[config.mk]
export PLATFORM = sky130hd
export DESIGN_NAME = mem_access_stage
export DESIGN_NICKNAME = d
export VERILOG_FILES = /design/src/rtl/mem_access_stage.sv
export SDC_FILE = /design/constraint.sdc
export NUM_CORES = 1
export LEC_CHECK = 0
export CORE_AREA = 10 10 152 154
export DETAILED_ROUTE_END_ITERATION = 8
export DIE_AREA = 0 0 162 164
export PLACE_DENSITY = 0.81
export SYNTH_ARGS = -nofsm -noshare
export SYNTH_HDL_FRONTEND = slang
export SYNTH_SLANG_ARGS = --single-unit
[constraint.sdc]
create_clock -name clk -period 10.2 [get_ports clk]
set_input_delay 2.55 -clock clk [delete_from_list [all_inputs] [get_ports clk]]
set_output_delay 2.55 -clock clk [all_outputs]
set_load 0.02 [all_outputs]
[src/rtl/mem_access_stage.sv]
// RV32I memory stage: byte-lane steering, load extension, ready-handshake wait states,
// wait-state watchdog and stall. Optional misalignment trap via MEM_MISALIGN_TRAP_EN.
module mem_access_stage #(
    parameter int WIDTH   = 32,
    parameter int TIMEOUT = 16
) (
    input  logic             clk,
    input  logic             rst,
    input  logic             RegWriteM,
    input  logic [1:0]       ResultSrcM,
    input  logic             MemWriteM,
    input  logic [2:0]       Funct3M,
    input  logic [WIDTH-1:0] ALUResultM,
    input  logic [WIDTH-1:0] WriteDataM,
    input  logic [WIDTH-1:0] PCPlus4M,
    input  logic [4:0]       RdM,
    output logic             mem_req,
    output logic             mem_we,
    output logic [WIDTH-1:0] mem_addr,
    output logic [WIDTH-1:0] mem_wdata,
    output logic [3:0]       mem_be,
    input  logic             mem_ready,
    input  logic [WIDTH-1:0] mem_rdata,
    output logic             StallM,
    output logic             RegWriteW,
    output logic [1:0]       ResultSrcW,
    output logic [WIDTH-1:0] ALUResultW,
    output logic [WIDTH-1:0] ReadDataW,
    output logic [WIDTH-1:0] PCPlus4W,
    output logic [4:0]       RdW,
    output logic             mem_err,
    output logic             misalign_trap
);

    typedef enum logic {S_IDLE, S_WAIT} state_t;

    localparam logic [7:0] TO_LAST = 8'(TIMEOUT - 1);

    state_t      state_q, state_d;
    logic [7:0]  cnt_q, cnt_d;
    logic [31:0] addr_q, wdata_q;
    logic [3:0]  be_q;
    logic        we_q, ld_q;
    logic [2:0]  f3_q;
    logic [1:0]  off_q;
    logic        err_q, trap_q;

    logic        access_m, misalign_m;
    logic [1:0]  off_m;
    logic [3:0]  be_m;
    logic [31:0] wdata_m;

    logic        req, we_a, ld_a, mis_eff, abort, capture;
    logic [31:0] addr_a, wdata_a;
    logic [3:0]  be_a;
    logic [2:0]  f3_a;
    logic [1:0]  off_a;
    logic [31:0] rd_raw, rd_shift, rd_ext;

    assign access_m = MemWriteM | (ResultSrcM == 2'b01);

    // Lane steering from the M inputs; offsets are naturally aligned per access size.
    always_comb begin
        off_m   = 2'b00;
        be_m    = 4'b1111;
        wdata_m = WriteDataM;
        case (Funct3M)
            3'b000, 3'b100: begin
                off_m   = ALUResultM[1:0];
                be_m    = 4'b0001 << off_m;
                wdata_m = {4{WriteDataM[7:0]}};
            end
            3'b001, 3'b101: begin
                off_m   = {ALUResultM[1], 1'b0};
                be_m    = 4'b0011 << off_m;
                wdata_m = {2{WriteDataM[15:0]}};
            end
            default: ;
        endcase
    end

`ifdef MEM_MISALIGN_TRAP_EN
    logic raw_mis;
    always_comb begin
        case (Funct3M)
            3'b000, 3'b100: raw_mis = 1'b0;
            3'b001, 3'b101: raw_mis = ALUResultM[0];
            default:        raw_mis = |ALUResultM[1:0];
        endcase
    end
    assign misalign_m = access_m & raw_mis;
`else
    assign misalign_m = 1'b0;
`endif

    always_comb begin
        req     = 1'b0;
        we_a    = 1'b0;
        ld_a    = 1'b0;
        addr_a  = '0;
        wdata_a = '0;
        be_a    = '0;
        f3_a    = 3'b010;
        off_a   = 2'b00;
        mis_eff = 1'b0;
        state_d = state_q;
        cnt_d   = cnt_q;
        capture = 1'b0;
        // The rst term drops the request asynchronously even while M still shows an access.
        if (!rst) begin
            if (state_q == S_WAIT) begin
                req     = 1'b1;
                we_a    = we_q;
                ld_a    = ld_q;
                addr_a  = addr_q;
                wdata_a = wdata_q;
                be_a    = be_q;
                f3_a    = f3_q;
                off_a   = off_q;
            end else if (access_m) begin
                if (misalign_m) begin
                    mis_eff = 1'b1;
                end else begin
                    req     = 1'b1;
                    we_a    = MemWriteM;
                    ld_a    = (ResultSrcM == 2'b01);
                    addr_a  = {ALUResultM[31:2], 2'b00};
                    wdata_a = MemWriteM ? wdata_m : '0;
                    be_a    = be_m;
                    f3_a    = Funct3M;
                    off_a   = off_m;
                end
            end
        end
        abort = (state_q == S_WAIT) && (cnt_q == TO_LAST) && !mem_ready;
        case (state_q)
            S_IDLE: begin
                if (req && !mem_ready) begin
                    state_d = S_WAIT;
                    cnt_d   = 8'd1;
                    capture = 1'b1;
                end
            end
            S_WAIT: begin
                if (mem_ready || abort) begin
                    state_d = S_IDLE;
                    cnt_d   = '0;
                end else begin
                    cnt_d   = cnt_q + 8'd1;
                end
            end
            default: state_d = S_IDLE;
        endcase
    end

    assign StallM = req & ~mem_ready & ~abort;

    assign rd_raw   = abort ? '0 : mem_rdata;
    assign rd_shift = rd_raw >> {off_a, 3'b000};

    always_comb begin
        case (f3_a)
            3'b000:  rd_ext = {{24{rd_shift[7]}}, rd_shift[7:0]};
            3'b001:  rd_ext = {{16{rd_shift[15]}}, rd_shift[15:0]};
            3'b100:  rd_ext = {24'd0, rd_shift[7:0]};
            3'b101:  rd_ext = {16'd0, rd_shift[15:0]};
            default: rd_ext = rd_shift;
        endcase
    end

    always_ff @(posedge clk or posedge rst) begin
        if (rst) begin
            state_q <= S_IDLE;
            cnt_q   <= '0;
            addr_q  <= '0;
            wdata_q <= '0;
            be_q    <= '0;
            we_q    <= 1'b0;
            ld_q    <= 1'b0;
            f3_q    <= 3'b010;
            off_q   <= 2'b00;
            err_q   <= 1'b0;
        end else begin
            state_q <= state_d;
            cnt_q   <= cnt_d;
            if (capture) begin
                addr_q  <= addr_a;
                wdata_q <= wdata_a;
                be_q    <= be_a;
                we_q    <= we_a;
                ld_q    <= ld_a;
                f3_q    <= f3_a;
                off_q   <= off_a;
            end
            if (abort) err_q <= 1'b1;
        end
    end

    // Stalled cycles inject a bubble into W; data fields hold.
    always_ff @(posedge clk or posedge rst) begin
        if (rst) begin
            RegWriteW  <= 1'b0;
            ResultSrcW <= 2'b00;
            ALUResultW <= '0;
            ReadDataW  <= '0;
            PCPlus4W   <= '0;
            RdW        <= '0;
            trap_q     <= 1'b0;
        end else if (StallM) begin
            RegWriteW  <= 1'b0;
            ResultSrcW <= 2'b00;
            RdW        <= '0;
            trap_q     <= 1'b0;
        end else begin
            RegWriteW  <= RegWriteM & ~mis_eff;
            ResultSrcW <= ResultSrcM;
            ALUResultW <= ALUResultM;
            ReadDataW  <= (req && ld_a) ? rd_ext : '0;
            PCPlus4W   <= PCPlus4M;
            RdW        <= RdM;
            trap_q     <= mis_eff;
        end
    end

    assign mem_req       = req;
    assign mem_we        = we_a;
    assign mem_addr      = addr_a;
    assign mem_wdata     = wdata_a;
    assign mem_be        = be_a;
    assign mem_err       = err_q;
    assign misalign_trap = trap_q;

endmodule

==> impl_results.md, run 1 <==
- Outcome: finished, final reports clean
- Total GRT Usage: 23.0%
- Clock-pin slew on the worst setup and hold paths: 0.07 ns
- Post-CTS Setup Bufs: 0
- Starting Density: 44.2%
- Routed WL per cell: 20.1 microns
- P&R area growth vs syn: 44.1%
- Drc violations: 0
- Max stage delay cell, worst path: clkdlybuf4s50_1
- Top-area cell type share of the netlist area: 53.2%
- Number of I/O pins: 320
- YS warnings: 0
- HPWL after DPL: 22,800 microns
- Maxcap violations: 0
- Commonest non-fill, non-tap cell in the layout: nand2_1
- EDFF count, synth: 0
- Tightest Pin Transition: 1.02 ns
- Tcrit/Tclk final: 78.3%
- Drt total wl: 31,400 microns
- RePlAce Congestion: 0.867
- Crit. End Element: output pin
- Worst Path Arrival: 5.44 ns
- Die Ht: 164 microns
- Share of layout cells above drive strength 1: 6.59%
- DR vias: 8,262
- Total CTS buffers: 17
- First-pass GRT wire length: 48,500 microns
- Sequential element share of the synthesized area: 53.5%
- Row count: 52
- Setup CP Type: in2out
- Endpoints failing setup: 0
- Max_slew headroom: 31.4%
- Avg Synthesized Cell Area: 8.91 sq um
- Die width: 162 microns
- Worst skew pair latency: 0.43 ns
- Worst-path fanout max: 60
- Flop and latch count out of synthesis: 189
- Setup TNS: 0 ns
- Gate power share: 21.8%
- Largest net degree at the start of global routing: 118
- Fmax: 125 MHz
- Area of the die: 26,600 sq um
- Antenna violations before repair: 1
- Post-CTS Resized: 0
- Drt via density: 5.30
- Hold_buf cts: 0
- Synth cell types: 52
- Clk sink count: 189
- Startpoint types: primary input
- Hold WC Path Type: reg2reg
- Drt pass-1 iters: 5
- Synth area leaders: dfrtp_1, nand2_1, a22o_1
- Final ANT Viol Nets: 0
- Leading area contributor after synthesis: dfrtp_1
- Power share of the clock group: 33.2%
- Initial DRC count: 690
- Mapped Cells: 993
- CTS H-tree lvls: 4
- Fill cells: 1,716
- CP peak stage delay: 0.75 ns
- Total grt overflow: 0
- Final hold violations: 0
- RSZ-0062 raised after global routing: no
- CTS Root Cell: clkbuf_16
- IO buf count: 318
- Vias in the first global route: 8,383
- Post-route minimum period: 7.99 ns
- Async SR Flop Fraction: 100%
- Most used DFF post-synth: dfrtp_1
- Switching part of the total power: 30.5%
- Std-Cell Core Area: 20,000 sq um
- Power Dens Cells: 150 nW/um^2
- Max clock buf depth: 2
- Worst vdd ir: 106 uV
- Worst path most repeated cell: clkdlybuf4s50_1
- Nets: 1,421
- Clk_skew: 0.0121 ns
- Layout Utilization: 63.7%
- Syn Nets: 1,137
- Crit-path cells: clkdlybuf4s50_1, nor2b_4, buf_4, nand2_1, o21ai_0, clkdlybuf4s50_1
- Int Pwr: 1330 uW
- CTS tree: built
- Seq pwr share: 45.0%
- Leakage: 0.00607 uW
- Most frequent cells in the layout: nand2_1, clkdlybuf4s50_1, dfrtp_1
- Req. time, crit path: 7.65 ns
- Synthesized area: 8850 sq um
- Fin. max-slew vios: 0
- Switch Pwr: 584 uW
registers in the layout, indices dropped and copies added, names as in the netlist, 4 cells and up:
register and count:
ALUResultW 32, PCPlus4W 32, RdW 5, ReadDataW 32, addr_q 32, be_q 4
cnt_q 8, wdata_q 32
worst max-delay path, delay by kind of cell:
kind / cells / cell delay (ns)
AO/OA/AOI/OAI: 1 / 0.15
buffers and inverters: 3 / 2.06
AND/OR/NAND/NOR: 2 / 0.62
cells in the mapped netlist (3+ instances only):
master    instances
nor3_1           10
a21oi_1           3
dfrtp_1         188
buf_4             3
inv_1             5
a22o_1           41
a22oi_1          25
and2_1           12
nand2b_1          5
clkbuf_1         42
nor2_1           12
nand3_1          28
and3_1            5
a221o_1           7
o21ai_0          43
nor2b_1          20
mux2i_1          15
buf_2             9
mux2_2           25
o211ai_1          3
o31ai_1           3
buf_1             6
nand2_1         447
buf_6             3
cell families after synthesis:
family	synth area share (%)
AND/OR/NAND/NOR	26.0
flip-flops	53.5
AO/OA/AOI/OAI	11.8
buffers and inverters	3.44
multiplexers	5.05
adder cells (fa/ha/maj)	0.141
other	0.0424
XOR/XNOR	0.0990
power by group through the flow:
stage                     combinational, uW  sequential (uW)  clock, uW
after CTS                               422              860        648
after global routing                    452              868        681
after floorplan                         173              902          0
final                                   417              861        635
after detailed placement                420              873          0
after global placement                  414              870          0
area by class of cell:
type                       count  area, sq um  area share [%]
antenna                        1         2.50          0.0196
sequential                   189         4730            37.1
multi-input combinational    735         3840            30.1
clock inverter                14          129            1.01
clock buffer                  17          425            3.33
inverter                       6         30.0           0.235
timing repair buffer         328         3260            25.5
tap                          270          338            2.65
per-stage QoR:
| stage | cell area [sq um] | power [uW] | cells | setup slack [ns] | hold WS [ns] |
|---|---|---|---|---|---|
| 2_1_floorplan | 8850 | 1070 | 993 | 2.32 | 0.437 |
| 3_3_place_gp | 12200 | 1280 | 1528 | 2.28 | 0.441 |
| 3_5_place_dp | 12200 | 1290 | 1528 | 2.22 | 0.453 |
| 4_1_cts | 12800 | 1930 | 1559 | 2.19 | 0.470 |
| 5_1_grt | 12800 | 2000 | 1559 | 2.01 | 0.480 |
| 6_report | 12800 | 1910 | 1560 | 2.21 | 0.465 |
per-layer routing:
metal / share of wire (%) / up-vias / track usage, %
li1: - / 3876 / -
met1: 41 / 3973 / 27.6
met2: 47 / 356 / 37.8
met3: 9.2 / 55 / 7.86
met4: 2.9 / 2 / 8.40
met5: 0.041 / - / 0
final timing paths:
kind	start	end	slack, ns	cells past startpoint
min in group asynchronous	rst	be_q[2]	3.08	2
worst max register to register	state_q	ReadDataW[24]	7.30	6
worst max-delay path	rst	mem_wdata[28]	2.21	6
worst min-delay path	mem_err	mem_err	0.46	1
max in group asynchronous	rst	PCPlus4W[23]	5.59	3
worst min register to register	mem_err	mem_err	0.46	1
No activity file was read; power rests on OpenSTA's default activity.
==> run 2: changes to the inputs <==
==> constraint.sdc (replaced) <==
create_clock -name clk -period 7.5 [get_ports clk]
set_input_delay 1.875 -clock clk [delete_from_list [all_inputs] [get_ports clk]]
set_output_delay 1.875 -clock clk [all_outputs]
set_load 0.02 [all_outputs]
==> run 2 against run 1 <==
Effect of this change:
- non-clock buffer count rose by 1
- sequential cell count did not move
- sequential share of layout area fell by 0.17 points
- cell area rose by 0.47%
- critical path depth did not move
- routed wire length fell by 1.4%
- clock-buffer cell count rose by 1
- setup slack got worse by 0.86 ns
- via count fell by 0.82%
- sequential power rose by 36%
- first-iteration DRC count fell by 14%
- worst hold slack got worse by 0.0029 ns
- largest power group unchanged
==> impl_results.md, run 2 (synthesis gave the netlist of run 1 again) <==
- Worst hold stages: 1 (unchanged)
- Max_slew headroom: 27.5% (-3.9 points)
- P&R area growth vs syn: 44.8%
- Power Dens Cells: 207 nW/um^2 (+38%)
- Cell area after layout: 12,800 sq um (+0.47%)
- Sequential Area: 4730 sq um (unchanged)
- Tcrit/Tclk final: 81.9%
- Worst vdd ir: 141 uV (+33%)
- Post-CTS Resized: 0 (unchanged)
- Pre-CTS setup slack: 1.38 ns (-0.832 ns)
- Drt via density: 5.25 (-0.82%)
- RePlAce Congestion: 0.880 (+1.5%)
- Worst-path fanout max: 52 (-13%)
- Initial DRC count: 591 (-14%)
- RSZ-0062 raised after global routing: no
- Worst reg-to-reg path cell count: 6 (unchanged)
- Row count: 52 (unchanged)
- Startpoint types: primary input
- Area post-placement: 12,200 sq um (+0.16%)
- Drt total wl: 30,900 microns (-1.4%)
- Die Ht: 164 microns (unchanged)
- Hold_buf cts: 0 (unchanged)
- Share of layout cells above drive strength 1: 6.67% (+0.072 points)
- Maxcap violations: 0 (unchanged)
- Largest net degree at the start of global routing: 144 (+22%)
- Std-Cell Core Area: 20,000 sq um (unchanged)
- Multi-input logic area: 3840 sq um (unchanged)
- Area of the die: 26,600 sq um (unchanged)
- RR Endpoint: ReadDataW[30]
- Worst Path Arrival: 4.27 ns (-1.17 ns)
- Routed WL per cell: 19.8 microns (-1.4%)
- Total grt overflow: 0 (unchanged)
- CTS tree: built
- Total GRT Usage: 22.6% (-0.39 points)
- First-pass GRT wire length: 47,700 microns (-1.6%)
- Nets: 1,422 (+0.070%)
- CP peak stage delay: 0.66 ns (-0.09 ns)
- IO buf count: 318 (unchanged)
- Post-route minimum period: 6.15 ns
- Number of I/O pins: 320 (unchanged)
- Drc violations: 0 (unchanged)
- Final WS setup: 1.35 ns (-0.859 ns)
- Startpoint of the worst hold path: mem_err
- Final ANT Viol Nets: 0 (unchanged)
- Setup TNS: 0 ns (unchanged)
- Req. time, crit path: 5.62 ns (-2.03 ns)
- DR vias: 8,194 (-0.82%)
- Tightest Pin Transition: 1.08 ns (+0.0585 ns)
- Clk_skew: 0.0107 ns (-0.00142 ns)
- Total CTS buffers: 17 (unchanged)
- CTS H-tree lvls: 4 (unchanged)
- Clk sink count: 189 (unchanged)
- CTS Root Cell: clkbuf_16
- Post-CTS Setup Bufs: 0 (unchanged)
- Diode count: 0 (-1)
- Crit-path cells: clkdlybuf4s50_1, buf_4, nor2b_4, buf_12, a22o_1, clkdlybuf4s50_1
- Max stage delay cell, worst path: clkdlybuf4s50_1
- Drt pass-1 iters: 5 (unchanged)
- Final hold violations: 0 (unchanged)
- Worst path most repeated cell: clkdlybuf4s50_1
- Starting Density: 44.2% (unchanged)
- Total power: 2660 uW (+39%)
- Worst skew pair latency: 0.42 ns (about the same)
- HPWL after DPL: 22,500 microns (-1.4%)
- Vias in the first global route: 8,340 (-0.51%)
- Hold WC Path Type: reg2reg
- Most frequent cells in the layout: nand2_1, clkdlybuf4s50_1, dfrtp_1
- R2R setup slack: 4.57 ns (-2.73 ns)
- Fill cells: 1,696 (-1.2%)
- Endpoints failing setup: 0 (unchanged)
- Crit. End Element: output pin
- Reg2reg start: state_q
- Die width: 162 microns (unchanged)
- Clock-pin slew on the worst setup and hold paths: 0.07 ns (about the same)
- Fmax: 163 MHz
- Setup CP Type: in2out
- Antenna violations before repair: 2 (+1)
- Hold Path Sink: mem_err
- Commonest non-fill, non-tap cell in the layout: nand2_1
- Leakage: 0.00609 uW (+0.34%)
- Max clock buf depth: 2 (unchanged)
- Fin. max-slew vios: 0 (unchanged)
- Outcome: finished, final reports clean
==> run 2: layer usage <==
layer	vias up	share of wire, %	track usage, %
met2	385	47	36.4
met5	-	0.074	0
met1	3874	41	27.6
met3	63	9.8	8.79
met4	4	2.8	7.07
li1	3868	-	-
==> run 2: worst max path at each step <==
stage	from	to	slack [ns]	cells past startpoint
final	rst	mem_addr[9]	1.35	6
after global routing	rst	mem_wdata[10]	1.25	7
after CTS	rst	mem_be[3]	1.36	6
after detailed placement	rst	mem_be[3]	1.38	6
after global placement	rst	mem_be[3]	1.40	6
after floorplan	rst	ALUResultW[0]	0.30	2
==> run 2: worst max-delay path, delay by kind of cell <==
kind,cells,cell delay [ns]
buffers and inverters,4,1.59
and+or+nand+nor,1,0.52
AOI/OAI and AO/OA,1,0.23
==> run 2: per-stage QoR <==
step           hold slack (ns)  instances  util [%]
5_1_grt                  0.481       1560      64.0
2_1_floorplan            0.437        993         -
3_5_place_dp             0.445       1529      61.0
6_report                 0.462       1560      64.0
3_3_place_gp             0.443       1529      61.0
4_1_cts                  0.462       1560      64.0
==> run 2: area by class of cell <==
| type | count | share of cell area (%) |
|---|---|---|
| flip-flops and latches | 189 | 36.9 |
| multi-input cells | 735 | 30.0 |
| repair buffers | 329 | 25.6 |
| clock buffers | 18 | 3.43 |
| well taps | 270 | 2.64 |
| clock inverters | 13 | 1.23 |
| inverters | 6 | 0.234 |
==> run 2: power by group <==
part           leakage [uW]  internal [uW]  total, uW  switching [uW]
logic               0.00337            258        568             310
registers           0.00244           1110       1170            56.7
clock network      0.000277            508        920             412
total               0.00609           1880       2660             779
